[src/rtl/updown_mod_counter_pkg.sv]
// Shared definitions for the up/down modulo counter family.
//   CNT_MODE_WRAP / CNT_MODE_SAT : encodings of the sat_mode input
//   cnt_op_e                     : per-edge operation after priority decode
package counter_pkg;

  localparam logic CNT_MODE_WRAP = 1'b0;
  localparam logic CNT_MODE_SAT  = 1'b1;

  typedef enum logic [2:0] {
    OP_HOLD,
    OP_CLEAR,
    OP_LOAD,
    OP_INC,
    OP_DEC
  } cnt_op_e;

endpackage

[src/rtl/updown_mod_counter_if.sv]
// Control/status bundle of updown_mod_counter.
//   master : drives clear, load, load_val, enable, up, sat_mode;
//            observes count, at_max, at_zero, wrap_pulse, sat_hit, load_err
//   slave  : the counter side (directions reversed)
interface updown_mod_counter_if #(
  parameter int unsigned WIDTH = 8
);

  logic             clear;
  logic             load;
  logic [WIDTH-1:0] load_val;
  logic             enable;
  logic             up;
  logic             sat_mode;
  logic [WIDTH-1:0] count;
  logic             at_max;
  logic             at_zero;
  logic             wrap_pulse;
  logic             sat_hit;
  logic             load_err;

  modport master (
    output clear, load, load_val, enable, up, sat_mode,
    input  count, at_max, at_zero, wrap_pulse, sat_hit, load_err
  );

  modport slave (
    input  clear, load, load_val, enable, up, sat_mode,
    output count, at_max, at_zero, wrap_pulse, sat_hit, load_err
  );

endinterface

[src/rtl/updown_mod_counter_next_calc.sv]
// cnt_next_calc: combinational next-state logic of the modulo counter.
//   count, op, load_val, sat_mode in -> next_count, wrap, sat, clamp out.
//   wrap  : this op steps across a boundary in wrap mode
//   sat   : this op tries to step past a boundary in saturate mode
//   clamp : a load value above MAX_V was replaced by MAX_V
module cnt_next_calc
  import counter_pkg::*;
#(
  parameter int unsigned      WIDTH = 8,
  parameter logic [WIDTH-1:0] MAX_V = '1
) (
  input  logic [WIDTH-1:0] count,
  input  cnt_op_e          op,
  input  logic [WIDTH-1:0] load_val,
  input  logic             sat_mode,
  output logic [WIDTH-1:0] next_count,
  output logic             wrap,
  output logic             sat,
  output logic             clamp
);

  always_comb begin
    next_count = count;
    wrap       = 1'b0;
    sat        = 1'b0;
    clamp      = 1'b0;
    case (op)
      OP_CLEAR: next_count = '0;
      OP_LOAD: begin
        if (load_val > MAX_V) begin
          next_count = MAX_V;
          clamp      = 1'b1;
        end else begin
          next_count = load_val;
        end
      end
      OP_INC: begin
        // Boundary is tested before the add, so the WIDTH-bit sum never overflows.
        if (count == MAX_V) begin
          if (sat_mode == CNT_MODE_SAT) begin
            sat = 1'b1;
          end else begin
            next_count = '0;
            wrap       = 1'b1;
          end
        end else begin
          next_count = count + 1'b1;
        end
      end
      OP_DEC: begin
        if (count == '0) begin
          if (sat_mode == CNT_MODE_SAT) begin
            sat = 1'b1;
          end else begin
            next_count = MAX_V;
            wrap       = 1'b1;
          end
        end else begin
          next_count = count - 1'b1;
        end
      end
      default: ;
    endcase
  end

endmodule

[src/rtl/updown_mod_counter.sv]
// updown_mod_counter: parametrised up/down modulo counter (0..MAX_VAL).
//   clk      : rising-edge clock
//   reset_n  : asynchronous active-low reset
//   bus      : slave side of updown_mod_counter_if (controls in, count/flags/pulses out)
// Per-edge priority is clear > load > enable. Pulses are registered and
// coincide with the cycle showing the post-event count; flags decode count.
module updown_mod_counter
  import counter_pkg::*;
#(
  parameter int unsigned      WIDTH   = 8,
  parameter longint unsigned  MAX_VAL = (64'd1 << WIDTH) - 64'd1
) (
  input  logic                clk,
  input  logic                reset_n,
  updown_mod_counter_if.slave bus
);

  if (WIDTH < 2 || WIDTH > 63) begin : g_bad_width
    $fatal(1, "updown_mod_counter: WIDTH must be in 2..63");
  end
  if (MAX_VAL == 64'd0 || MAX_VAL >= (64'd1 << WIDTH)) begin : g_bad_max
    $fatal(1, "updown_mod_counter: MAX_VAL must be in 1..2**WIDTH-1");
  end

  localparam logic [WIDTH-1:0] MAX_V = MAX_VAL[WIDTH-1:0];

  cnt_op_e          op;
  logic [WIDTH-1:0] count_q;
  logic [WIDTH-1:0] next_count;
  logic             wrap;
  logic             sat;
  logic             clamp;
  logic             wrap_q;
  logic             sat_q;
  logic             err_q;

  always_comb begin
    op = OP_HOLD;
    if (bus.clear) begin
      op = OP_CLEAR;
    end else if (bus.load) begin
      op = OP_LOAD;
    end else if (bus.enable) begin
      op = bus.up ? OP_INC : OP_DEC;
    end
  end

  cnt_next_calc #(
    .WIDTH (WIDTH),
    .MAX_V (MAX_V)
  ) u_next (
    .count      (count_q),
    .op         (op),
    .load_val   (bus.load_val),
    .sat_mode   (bus.sat_mode),
    .next_count (next_count),
    .wrap       (wrap),
    .sat        (sat),
    .clamp      (clamp)
  );

  // Pulse registers load every edge, so they self-clear unless the event repeats.
  always_ff @(posedge clk or negedge reset_n) begin
    if (!reset_n) begin
      count_q <= '0;
      wrap_q  <= 1'b0;
      sat_q   <= 1'b0;
      err_q   <= 1'b0;
    end else begin
      count_q <= next_count;
      wrap_q  <= wrap;
      sat_q   <= sat;
      err_q   <= clamp;
    end
  end

  assign bus.count      = count_q;
  assign bus.at_max     = (count_q == MAX_V);
  assign bus.at_zero    = (count_q == '0);
  assign bus.wrap_pulse = wrap_q;
  assign bus.sat_hit    = sat_q;
  assign bus.load_err   = err_q;

endmodule

[src/flat_wrapper.sv]
// flat-port wrapper written by rule: the top's interface ports become plain ports
module updown_mod_counter_flat import counter_pkg::*;
#(
  parameter int unsigned      WIDTH   = 8,
  parameter longint unsigned  MAX_VAL = (64'd1 << WIDTH) - 64'd1
)
  (clk, reset_n, bus_clear, bus_load, bus_load_val, bus_enable, bus_up, bus_sat_mode, bus_count, bus_at_max, bus_at_zero, bus_wrap_pulse, bus_sat_hit, bus_load_err);
  updown_mod_counter_if #(.WIDTH(WIDTH)) bus_i ();
  input  logic clk;
  input  logic reset_n;
  input wire logic [$bits(bus_i.clear)-1:0] bus_clear;
  input wire logic [$bits(bus_i.load)-1:0] bus_load;
  input wire logic [$bits(bus_i.load_val)-1:0] bus_load_val;
  input wire logic [$bits(bus_i.enable)-1:0] bus_enable;
  input wire logic [$bits(bus_i.up)-1:0] bus_up;
  input wire logic [$bits(bus_i.sat_mode)-1:0] bus_sat_mode;
  output wire logic [$bits(bus_i.count)-1:0] bus_count;
  output wire logic [$bits(bus_i.at_max)-1:0] bus_at_max;
  output wire logic [$bits(bus_i.at_zero)-1:0] bus_at_zero;
  output wire logic [$bits(bus_i.wrap_pulse)-1:0] bus_wrap_pulse;
  output wire logic [$bits(bus_i.sat_hit)-1:0] bus_sat_hit;
  output wire logic [$bits(bus_i.load_err)-1:0] bus_load_err;
  assign bus_i.clear = bus_clear;
  assign bus_i.load = bus_load;
  assign bus_i.load_val = bus_load_val;
  assign bus_i.enable = bus_enable;
  assign bus_i.up = bus_up;
  assign bus_i.sat_mode = bus_sat_mode;
  assign bus_count = bus_i.count;
  assign bus_at_max = bus_i.at_max;
  assign bus_at_zero = bus_i.at_zero;
  assign bus_wrap_pulse = bus_i.wrap_pulse;
  assign bus_sat_hit = bus_i.sat_hit;
  assign bus_load_err = bus_i.load_err;
  updown_mod_counter #(.WIDTH(WIDTH), .MAX_VAL(MAX_VAL)) u_core (.clk(clk), .reset_n(reset_n), .bus(bus_i));
endmodule
[config.mk]
export PLATFORM = sky130hd
export DESIGN_NAME = updown_mod_counter_flat
export DESIGN_NICKNAME = d
export VERILOG_FILES = /design/src/rtl/updown_mod_counter_pkg.sv /design/src/rtl/updown_mod_counter_if.sv /design/src/rtl/updown_mod_counter_next_calc.sv /design/src/rtl/updown_mod_counter.sv /design/src/flat_wrapper.sv
export SDC_FILE = /design/constraint.sdc
export NUM_CORES = 1
export LEC_CHECK = 0
export ABC_AREA = 1
export BUFFER_PORTS_ARGS = -buffer_cell sky130_fd_sc_hd__buf_4
export CORE_UTILIZATION = 50
export DETAILED_ROUTE_END_ITERATION = 16
export PLACE_DENSITY = 0.85
export SYNTH_ARGS = -nofsm -noshare
export SYNTH_HDL_FRONTEND = slang
export SYNTH_SLANG_ARGS = --single-unit
[constraint.sdc]
create_clock -name clk -period 2.9 [get_ports clk]
set_input_delay 0.29 -clock clk [delete_from_list [all_inputs] [get_ports clk]]
set_output_delay 0.29 -clock clk [all_outputs]
set_load 0.01 [all_outputs]
[Yosys cells after proc, flatten, opt, wreduce, memory -nomap -nowiden]
Index checks and enable logic that the tools add are counted.
W data, S select, Z words.
Operators by class
  add/sub/neg operators: 2
  multiply operators: 0
  muxes and demuxes: 20
  shift operators: 0
  div/mod/pow operators: 0
  magnitude comparators: 1
  reduce and logical (&&, ||, !) cells: 3
  eq/ne operators: 7
  bitwise logic cells: 0
Operators by type and width (number)
  $mux W8: 5
  $pmux W8 S4: 1
  $mux W3: 4
  $add A8 B1 Y8 const B: 1
  $eq A8 B8 Y1 const B: 1
  $gt A8 B8 Y1 const B: 1
  $logic_not A8 Y1: 1
  $mux W1: 8
  $sub A8 B1 Y8 const B: 1
  $eq A3 B2 Y1 const B: 2
  $ne A3 B3 Y1 const B: 2
  $pmux W1 S2: 2
  $reduce_bool A4 Y1: 1
  $eq A3 B1 Y1 const B: 1
  $eq A3 B3 Y1 const B: 1
  $reduce_and A3 Y1: 1
Word-level totals
  register bits after elaboration: 11
  memory bits (writable): 0
  output and inout port bits: 13
  latch bits: 0
  input port bits: 15
  bits in read-only memories: 0
  memories: 0

[Depth between registers and ports, before layout]
Gate-level depths: netlist of the first run.
  depth after elaboration: 7
  mapped depth: 10

[Cells and area by module]
A second synthesis of the first run with hierarchy kept.
Unflattened totals
  cell total of the unflattened synthesis: 197
  area, all modules: 1178.6 um2
By module, submodules not included
  cnt_next_calc: area an instance 807.0 um2, times used 1, cells an instance 162
  updown_mod_counter: area an instance 371.6 um2, times used 1, cells an instance 35

[Worst setup path before layout of the first run]
OpenSTA, ideal clock, no wires.
  path kind: reg2reg
  start: register u_core.count_q[0], in the netlist u_core.bus.count[0]
  end: register u_core.count_q[6], in the netlist u_core.bus.count[6]
  library setup time: 0.117 ns
  setup slack: 1.348 ns
  data arrival time: 1.436 ns
  clock period less this slack: 1.552 ns
  required time: 2.783 ns
  stages on the path, launching flop included: 10
  buffers on the path: 0
  cells stage by stage: dfrtp_1 -> clkinv_1 -> ha_1 -> nand3_4 -> nor2_8 -> nand3_4 -> nand3_4 -> inv_4 -> nand2_1 -> nand2_1
Between the ends
  longest elaborated chain between the ends: 3
  elaborated cells between the ends (all ways): 10
  those cells by class: add/sub: 2; eq/ne: 3; mux: 3; reduce/logical: 2
Ends and longest elaborated chain
  start, declared: RTL line updown_mod_counter.sv:28  | logic [WIDTH-1:0] count_q;
  start signal, assigned: RTL line updown_mod_counter.sv:70  | count_q <= next_count;
  $logic_not A8 Y1 *
  via bus_at_zero: RTL line flat_wrapper.sv:19  | output wire logic [$bits(bus_i.at_zero)-1:0] bus_at_zero;
  $mux W8 / $ne A3 B3 Y1 (equally long branches)
  $pmux W8 S4 / $reduce_and A3 Y1 (equally long branches)
Mark *: on every way through the listed nets, which the timed path passes. The rest lies on a longest branch.
A chain may end at the register's enable or synchronous reset.

[Worst setup path in the final report of the first run]
  start: register u_core.count_q[0], in the netlist u_core.bus.count[0]
  end: output port bus_at_zero
Between the ends
  longest elaborated chain between the ends: 1
Ends and longest elaborated chain
  $logic_not A8 Y1: RTL line updown_mod_counter.sv:79  | assign bus.at_zero = (count_q == '0);
  end, declared: RTL line flat_wrapper.sv:19
Every way passes these cells.

==> reports/results.tsv, run 1 <==
metric	value	unit
status	complete, no violations	
DIE AREA	2390	µm²
TritonCTS Buffers	3	
Final Total Pwr	453	µW
max-slew violation total from the final report	0	
fraction of registers with async set/reset	100	%
floorplan core area	2020	µm²
vias per cell	5.32	
Yosys top cell by area	dfrtp_1	
layout cell share with drive strength beyond 1	26.2	%
Adder-Cell Fraction of Synth Area	3.41	%
FF-to-FF setup slack	1110	ps
syn nets	181	
Synth cell types	29	
Fin. Hold Viols	0	
DR vias	1139	
R2R cell count	10	
CP max FO	10	
Cell Area, Synth	1100	µm²
clock power share	19.9	%
first-pass GRT wire length	4440	µm
clock insertion delay at the later pin of the skew report	260	ps
maximum operating frequency	519	MHz
Logic pwr share	40.2	%
n_diodes	0	
Worst Path Required	2610	ps
Sw Share	39.3	%
Arr. time, crit path	1640	ps
post-route antenna net violation count	0	
critical path endpoint	bus_at_zero	
Post-synth top cells	nand2_1 (58), nand3_1 (20), nor2_1 (13)	
count leader, synth	nand2_1	
Tmin final	1930	ps
register share of total power	40.0	%
worst slew pin tran	502	ps
main combinational cell family by area after synthesis	simple AND/OR/NAND/NOR gates	
critical path, cell by cell	clkinv_1 > ha_1 > nand3_4 > nor2_8 > buf_4	
yosys warns	0	
CTS sink cnt	10	
hold slack	224	ps
Avg WL per Cell	12.2	µm
overall die width	48.9	µm
Psw	178	µW
Worst R2R Start	u_core.bus.count[0]$_DFFE_PN0P_	
# DRC	0	
CTS clk-pin slew, worst paths	60	ps
Worst Setup Path Type	reg -> out	
Slowest cell on crit path	dfrtp_1	
syn avg cell area	6.75	µm²
Synth Area in Simple Gates	53.3	%
Iteration-0 DRC Markers	33	
# rows	16	
Worst Skew	5.82	ps
Synth Area in Compound Gates	7.05	%
TritonCTS clock tree	yes	
mux cell area share after synthesis	0	%
TNS Setup	0	ps
Max-Cap Viols	0	
initial core utilization	54.5	%
Leak	0.654	nW
H-tree depth	1	
Hold Crit Class	in -> reg	
Clock Root Buffer	clkbuf_4	
Area Overhead vs Synth	18.0	%
GRT overflow	0	
VDD IR max	0.312	mV
Slew headroom	66.5	%
fraction of post-synthesis cell area in the top cell type by area	22.7	%
crit path launch	u_core.bus.count[0]$_DFFE_PN0P_	
Mapped Cells	163	
Cell Pwr Density	349	nW/µm²
First-pass DRT Iterations	5	
RSZ-0062 raised after global routing	false	
Die H	48.9	µm
final WL	2620	µm
EDFF count, synth	0	
GPL Wtd Cong	0.977	
Synth Register Bits	10	
worst setup slack after layout	973	ps
Synth area leaders	dfrtp_1 (23%), nand2_1 (20%), nand3_1 (9.1%), buf_6 (5.1%), nand3_4 (4.8%)	
Cell Int Power	275	µW
prevailing post-synth register cell	dfrtp_1	
post-synthesis sequential area ratio	22.7	%
nets	207	
post-CTS sizing	0	
Worst Setup Start Kind	flip-flop	
initial antenna violation count	0	
Place WS	1160	ps
# IOs	28	
Crit Reg-Reg Endpoint	u_core.bus.count[4]$_DFFE_PN0P_	
Synth Area in XOR/XNOR	1.59	%
largest net degree at the start of global routing	15	
PortBufs	26	
gr usage total	23.9	%
vias in the first global route	1013	
type of destination of the critical path	primary output	
final setup fails	0	
clk buf depth	2	
crit-path max cell delay	430	ps
crit share post-route	66.5	%
Final HPWL DP	2080	µm
placed cells by master (no fill, tap or decap), types with 2 or more instances in the layout:
cell type,instances
a21boi_0,4
buf_4,26
clkbuf_4,3
dfrtp_1,10
ha_1,3
inv_1,12
nand2_1,58
nand2_2,4
nand3_1,20
nand3_4,3
nand4_1,3
nor2_1,13
nor2_4,4
nor2_8,2
o21ai_0,5
o21ai_1,2
xor2_1,2
flip-flops by register name (all words and copies together) (netlist names):
name / count
u_core.bus.sat_hit: 1
u_core.bus.count: 8
u_core.bus.wrap_pulse: 1
layout make-up:
cell class	instances	area (µm²)
tap	27	33.8
sequential	10	250
timing repair buffer	27	205
inverter	16	63.8
fill	189	723
multi-input combinational	131	723
clock buffer	3	22.5
critical path, delay by kind of cell, from the launching register on:
| family | cells | cell delay [ps] |
|---|---|---|
| adders and majority gates | 1 | 340 |
| and+or+nand+nor | 2 | 190 |
| buffers and inverters | 2 | 420 |
| DFF | 1 | 430 |
cells by family after synthesis:
family                     count (synthesis)
DFF                                       10
and+or+nand+nor                          112
other                                      1
AOI/OAI and AO/OA                         13
adders and majority gates                  3
buffers and inverters                     22
xor gates and xnor gates                   2
through the flow:
stage               area, µm²  util (%)  instances
global placement         1270      62.6        210
floorplan                1100         -        163
global route             1300      64.2        214
finish                   1300      64.2        214
detailed placement       1270      62.6        210
CTS                      1300      64.2        214
layer usage:
layer  wire [µm]  track usage [%]  share of wire (%)  up-vias
li1            -                -                  -      570
met1        1130             30.9                 43      504
met2        1290             40.3                 49       61
met3         172             5.61                6.6        4
met4          19             5.39               0.73        0
met5           0                0                  0        -
how the worst min path moves through the flow:
stage | endpoint | cells after the start | slack [ps] | startpoint
final | u_core.bus.wrap_pulse$_DFF_PN0_ | 2 | 220 | bus_sat_mode
after global routing | u_core.bus.wrap_pulse$_DFF_PN0_ | 2 | 220 | bus_sat_mode
after CTS | u_core.bus.wrap_pulse$_DFF_PN0_ | 2 | 220 | bus_sat_mode
after detailed placement | u_core.bus.count[4]$_DFFE_PN0P_ | 1 | 120 | reset_n
after global placement | u_core.bus.count[5]$_DFFE_PN0P_ | 1 | 120 | reset_n
after floorplan | u_core.bus.count[0]$_DFFE_PN0P_ | 0 | -6 | reset_n
power groups by stage:
stage | Combinational (mW) | Clock [mW] | Sequential [mW]
CTS | 0.182 | 0.0921 | 0.180
global placement | 0.176 | 0 | 0.182
floorplan | 0.140 | 0 | 0.169
finish | 0.182 | 0.0901 | 0.181
detailed placement | 0.180 | 0 | 0.182
global route | 0.202 | 0.104 | 0.183
what timing repair did:
| item | 4_1_cts | 5_1_grt |
|---|---|---|
| buffers inserted | 0 | 0 |
| hold buffers | 1 | 0 |
| hold endpoints to repair | 10 | 0 |
No activity file was read; power rests on OpenSTA's default activity.
==> run 2: changes to the inputs <==
--- a/config.mk
+++ b/config.mk
@@ -7,9 +7,9 @@
 export LEC_CHECK = 0
 export ABC_AREA = 1
 export BUFFER_PORTS_ARGS = -buffer_cell sky130_fd_sc_hd__buf_4
-export CORE_UTILIZATION = 50
+export CORE_UTILIZATION = 47
 export DETAILED_ROUTE_END_ITERATION = 16
-export PLACE_DENSITY = 0.85
+export PLACE_DENSITY = 0.84
 export SYNTH_ARGS = -nofsm -noshare
 export SYNTH_HDL_FRONTEND = slang
 export SYNTH_SLANG_ARGS = --single-unit
==> constraint.sdc (replaced) <==
create_clock -name clk -period 1.6 [get_ports clk]
set_input_delay 0.16 -clock clk [delete_from_list [all_inputs] [get_ports clk]]
set_output_delay 0.16 -clock clk [all_outputs]
set_load 0.01 [all_outputs]
==> run 2 against run 1 <==
  * Combinational power rose by 120%
  * Clock power rose by 95%
  * Highest routed layer unchanged
  * Core utilization barely moved
  * Non-clock buffer count rose by 9
  * Largest power group unchanged
  * Global-route usage rose by 0.23 points
  * Sequential share of layout area fell by 1.5 points
  * Count of clock-buffer cells in the layout did not move
  * Routed wire length rose by 18%
  * Critical path depth rose by 1
  * Final cell count rose by 5.1%
  * Die area rose by 6.1%
==> reports/results.tsv, run 2 (same netlist as run 1, synthesis figures left out) <==
metric	value	unit	change
commonest cells after routing, fill and taps aside	nand2_1 (58), buf_4 (34), nand3_1 (20)		
most common cell after layout, fill and taps aside	nand2_1		
status	complete, no violations		
GPL Wtd Cong	0.929		-4.9%
type of destination of the critical path	primary output		
initial core utilization	49.8	%	-4.7 points
largest net degree at the start of global routing	15		unchanged
Hold Crit Class	in -> reg		
final WL	3090	µm	+18%
VDD IR max	0.632	mV	+100%
TritonCTS clock tree	yes		
Arr. time, crit path	1390	ps	-250 ps
CTS sink cnt	10		unchanged
Worst R2R Start	u_core.bus.count[0]$_DFFE_PN0P_		
Min-Delay Startpoint	bus_sat_mode		
first-pass GRT wire length	4670	µm	+5.3%
Area Overhead vs Synth	29.0	%	
Leak	0.726	nW	+11%
DR vias	1179		+3.5%
layout cell share with drive strength beyond 1	34.5	%	+8.3 points
vias per cell	5.24		-1.5%
Die H	50.4	µm	+3.0%
crit share post-route	96.6	%	
GRT overflow	0		unchanged
Worst Skew	0.836	ps	-4.98 ps
Post-Layout Cell Count	225		+5.1%
clk buf depth	2		unchanged
CTS clk-pin slew, worst paths	60	ps	about the same
# rows	17		+1
max-slew violation total from the final report	0		unchanged
fill count	194		+2.6%
Max-Cap Viols	0		unchanged
worst hold endpoint	u_core.bus.wrap_pulse$_DFF_PN0_		
overall die width	50.4	µm	+3.0%
DIE AREA	2540	µm²	+6.1%
Clock Root Buffer	clkbuf_4		
CP max FO	4		-6
hold path cells	2		unchanged
R2R cell count	9		-1
# IOs	28		unchanged
initial antenna violation count	0		unchanged
gr usage total	24.2	%	+0.23 points
vias in the first global route	1079		+6.5%
Final HPWL DP	2270	µm	+9.1%
FF-to-FF setup slack	80	ps	-1030 ps
n_diodes	0		unchanged
Tmin final	1550	ps	
Worst Path Required	1440	ps	-1170 ps
final instance area	1420	µm²	+9.3%
# DRC	0		unchanged
final setup fails	0		unchanged
maximum operating frequency	647	MHz	
post-route antenna net violation count	0		unchanged
Worst Setup Start Kind	flip-flop		
PortBufs	26		unchanged
Iteration-0 DRC Markers	50		+52%
Crit Reg-Reg Endpoint	u_core.bus.wrap_pulse$_DFF_PN0_		
Finished Core Util	64.2	%	about the same
Avg WL per Cell	13.7	µm	+12%
max reg flops	8		unchanged
H-tree depth	1		unchanged
Worst Setup Path Type	reg -> out		
Cell Pwr Density	635	nW/µm²	+82%
placed insts	216		+2.9%
TritonCTS Buffers	3		unchanged
clock insertion delay at the later pin of the skew report	270	ps	about the same
nets	217		+4.8%
floorplan core area	2210	µm²	+9.4%
First-pass DRT Iterations	4		-1
hold slack	103	ps	-121 ps
placed cell area	1310	µm²	+3.1%
Fin. Hold Viols	0		unchanged
-- run 2: changes by cell type in the layout (fill, tap and decap cells not counted), sizes merged --
cell    before  now
nand3       24   25
clkinv       2    1
buf         26   35
inv         14   15
-- run 2: timing repair --
action / in CTS / in global routing
buffers inserted: 0 / 4
cloned: 0 / 1
setup endpoints to repair: 3 / 10
pin swaps: 1 / 7
hold endpoints to repair: 10 / 0
gates resized for setup: 2 / 16
hold buffers: 1 / 0
-- run 2: per-layer routing --
metal / vias up / share of wire, % / global-route usage (%) / wire, µm
met2: 52 / 50 / 43.1 / 1540
met4: 0 / 0.68 / 5.56 / 21
met5: - / 0 / 0 / 0
met1: 532 / 43 / 29.5 / 1340
met3: 4 / 6.3 / 4.85 / 195
li1: 591 / - / - / -
-- run 2: how the worst max path moves through the flow --
stage / to / cells past startpoint / start / slack (ps)
floorplan: u_core.bus.count[6]$_DFFE_PN0P_ / 9 / u_core.bus.count[0]$_DFFE_PN0P_ / 50
global placement: u_core.bus.count[3]$_DFFE_PN0P_ / 8 / u_core.bus.count[0]$_DFFE_PN0P_ / 30
detailed placement: u_core.bus.count[3]$_DFFE_PN0P_ / 8 / u_core.bus.count[0]$_DFFE_PN0P_ / 10
CTS: bus_at_zero / 5 / u_core.bus.count[0]$_DFFE_PN0P_ / 9
global route: u_core.bus.wrap_pulse$_DFF_PN0_ / 9 / u_core.bus.count[0]$_DFFE_PN0P_ / -30
finish: bus_at_max / 6 / u_core.bus.count[1]$_DFFE_PN0P_ / 50
-- run 2: where the power goes --
group	internal [mW]	switching (mW)	leakage (nW)	total [mW]
combinational	0.184	0.220	0.581	0.403
clock	0.0872	0.0886	0.0138	0.176
sequential	0.272	0.0507	0.131	0.323
-- run 2: layout make-up --
class,count,area (µm²),share of cell area [%]
multi-input combinational,132,769,54.2
sequential,10,253,17.8
timing repair buffer,36,277,19.5
tap,28,35.0,2.47
inverter,16,63.8,4.49
clock buffer,3,22.5,1.59
-- run 2: metrics by stage --
step	power (mW)	setup WS, ps	setup TNS [ps]
after floorplan	0.560	47.9	0
after global placement	0.666	28.0	0
after detailed placement	0.677	10.7	0
after CTS	0.854	8.80	0
after global routing	0.954	-29.5	-99.8
final	0.902	54.3	0
-- run 2: worst max-delay path: stages (launching register included) --
cell and delay [ps]:
dfrtp_1 430, ha_2 220, inv_1 70, nor2_4 130
nand2_4 80, clkinv_2 70, buf_4 110
==> run 3: changes to the inputs <==
--- a/config.mk
+++ b/config.mk
@@ -9,7 +9,7 @@
 export BUFFER_PORTS_ARGS = -buffer_cell sky130_fd_sc_hd__buf_4
 export CORE_UTILIZATION = 47
 export DETAILED_ROUTE_END_ITERATION = 16
-export PLACE_DENSITY = 0.84
+export PLACE_DENSITY = 0.83
 export SYNTH_ARGS = -nofsm -noshare
 export SYNTH_HDL_FRONTEND = slang
 export SYNTH_SLANG_ARGS = --single-unit
==> run 3 against run 2 <==
  * Worst setup slack better by 3.6 ps
  * Via count increased by 0.93%
  * Count of clock-buffer cells in the layout unchanged
  * Sequential power is essentially flat
  * Critical endpoint is now bus_at_zero
  * Largest cell class unchanged
==> reports/results.tsv, run 3 (same netlist as run 1, synthesis figures left out) <==
metric	value	unit	change
H-tree depth	1		unchanged
final instance area	1400	µm²	-1.7%
area taken by multi-input logic gates	777	µm²	+0.98%
placed cell area	1300	µm²	-0.58%
clock insertion delay at the later pin of the skew report	270	ps	about the same
Die H	50.4	µm	unchanged
status	complete, no violations		
initial antenna violation count	0		unchanged
most common cell after layout, fill and taps aside	nand2_1		
VDD IR max	0.600	mV	-5.1%
Arr. time, crit path	1380	ps	about the same
critical path's top delay family	flip-flops		
vias per cell	5.36		+2.3%
TritonCTS clock tree	yes		
GRT overflow	0		unchanged
Area Overhead vs Synth	26.8	%	
largest net degree at the start of global routing	15		unchanged
crit share post-route	96.4	%	-0.22 points
max reg flops	8		unchanged
nets	214		-1.4%
gr usage total	22.4	%	-1.8 points
type of destination of the critical path	primary output		
# DRC	0		unchanged
overall die width	50.4	µm	unchanged
Iteration-0 DRC Markers	56		+12%
# rows	17		unchanged
Slowest cell on crit path	dfrtp_2		
clk buf depth	2		unchanged
Worst Path Required	1440	ps	about the same
crit-path max cell delay	440	ps	about the same
TritonCTS Buffers	3		unchanged
floorplan core area	2210	µm²	unchanged
critical path, cell by cell	inv_2 > ha_4 > nand3_4 > nor2_8 > buf_4		
TNS Setup	0	ps	unchanged
post-route antenna net violation count	0		unchanged
Cell Pwr Density	628	nW/µm²	-1.2%
RSZ-0062 raised after global routing	false		
vias in the first global route	996		-7.7%
final WL	2810	µm	-9.0%
# IOs	28		unchanged
Final HPWL DP	2090	µm	-7.9%
CP Buf/Inv Count	2		-1
Worst Setup Path Type	reg -> out		
final setup fails	0		unchanged
CTS clk-pin slew, worst paths	60	ps	about the same
Worst Setup Start Kind	flip-flop		
Avg WL per Cell	12.7	µm	-7.7%
PortBufs	26		unchanged
maximum operating frequency	648	MHz	+0.23%
First-pass DRT Iterations	4		unchanged
Clock Root Buffer	clkbuf_4		
first-pass GRT wire length	4270	µm	-8.6%
Leak	0.689	nW	-5.1%
Hold Crit Class	in -> reg		
layout cell share with drive strength beyond 1	35.6	%	+1.0 points
CP max FO	5		+1
DR vias	1190		+0.93%
max-slew violation total from the final report	0		unchanged
storage element area	255	µm²	+0.99%
Worst Skew	2.37	ps	+1.53 ps
fill count	195		+0.52%
GPL Wtd Cong	0.914		-1.6%
commonest cells after routing, fill and taps aside	nand2_1 (58), buf_4 (31), nand3_1 (20)		
initial core utilization	49.8	%	unchanged
CTS sink cnt	10		unchanged
Tmin final	1540	ps	-3.56 ps
n_diodes	0		unchanged
Max-Cap Viols	0		unchanged
Fin. Hold Viols	0		unchanged
DIE AREA	2540	µm²	unchanged
-- run 3: cell types whose count changed in the layout (fill, tap and decap cells not counted), sizes merged --
cell  before  now
nor2      20   21
buf       35   31
-- run 3: worst paths after layout --
check	endpoint	start	slack, ps	depth (start not counted)
max	bus_at_zero	u_core.bus.count[0]$_DFFE_PN0P_	60	5
min	u_core.bus.wrap_pulse$_DFF_PN0_	bus_sat_mode	100	2
max reg2reg	u_core.bus.count[4]$_DFFE_PN0P_	u_core.bus.count[0]$_DFFE_PN0P_	120	9
min reg2reg	u_core.bus.count[0]$_DFFE_PN0P_	u_core.bus.count[0]$_DFFE_PN0P_	560	2
max in group asynchronous	u_core.bus.count[2]$_DFFE_PN0P_	reset_n	1190	2
min in group asynchronous	u_core.bus.count[3]$_DFFE_PN0P_	reset_n	260	2
-- run 3: cell type report --
class                      count  share of cell area (%)
clock buffer                   3                    1.61
inverter                      16                    4.57
multi-input combinational    133                    55.6
sequential                    10                    18.3
timing repair buffer          32                    17.4
tap                           28                    2.51
-- run 3: power by group --
part,switching [mW],total [mW],internal [mW],leakage [nW]
registers,0.0509,0.324,0.274,0.128
logic,0.218,0.384,0.166,0.547
clock network,0.0807,0.167,0.0867,0.0138
-- run 3: layer usage --
layer,track usage (%),up-vias,wire length (µm)
li1,-,582,-
met1,27.8,530,1150
met2,37.8,68,1350
met3,5.15,10,227
met4,7.41,0,85
met5,0,-,0
-- run 3: what timing repair did --
action	4_1_cts	5_1_grt
endpoints found under the setup margin	1	10
endpoints found under the hold margin	10	0
buffers inserted	0	1
gates resized for setup	0	17
gates cloned	0	2
hold buffers	1	0
pin swaps	1	6
-- run 3: through the flow --
stage / hold WS [ps] / power, mW / setup WS (ps) / util (%) / std cells
floorplan: -136 / 0.560 / 47.9 / - / 163
global placement: -10.7 / 0.665 / 14.3 / 58.7 / 215
detailed placement: -8.25 / 0.671 / 33.2 / 58.7 / 215
CTS: 92.7 / 0.840 / 4.67 / 60.1 / 219
global route: 120 / 0.930 / 7.20 / 63.1 / 222
finish: 104 / 0.876 / 57.9 / 63.1 / 222
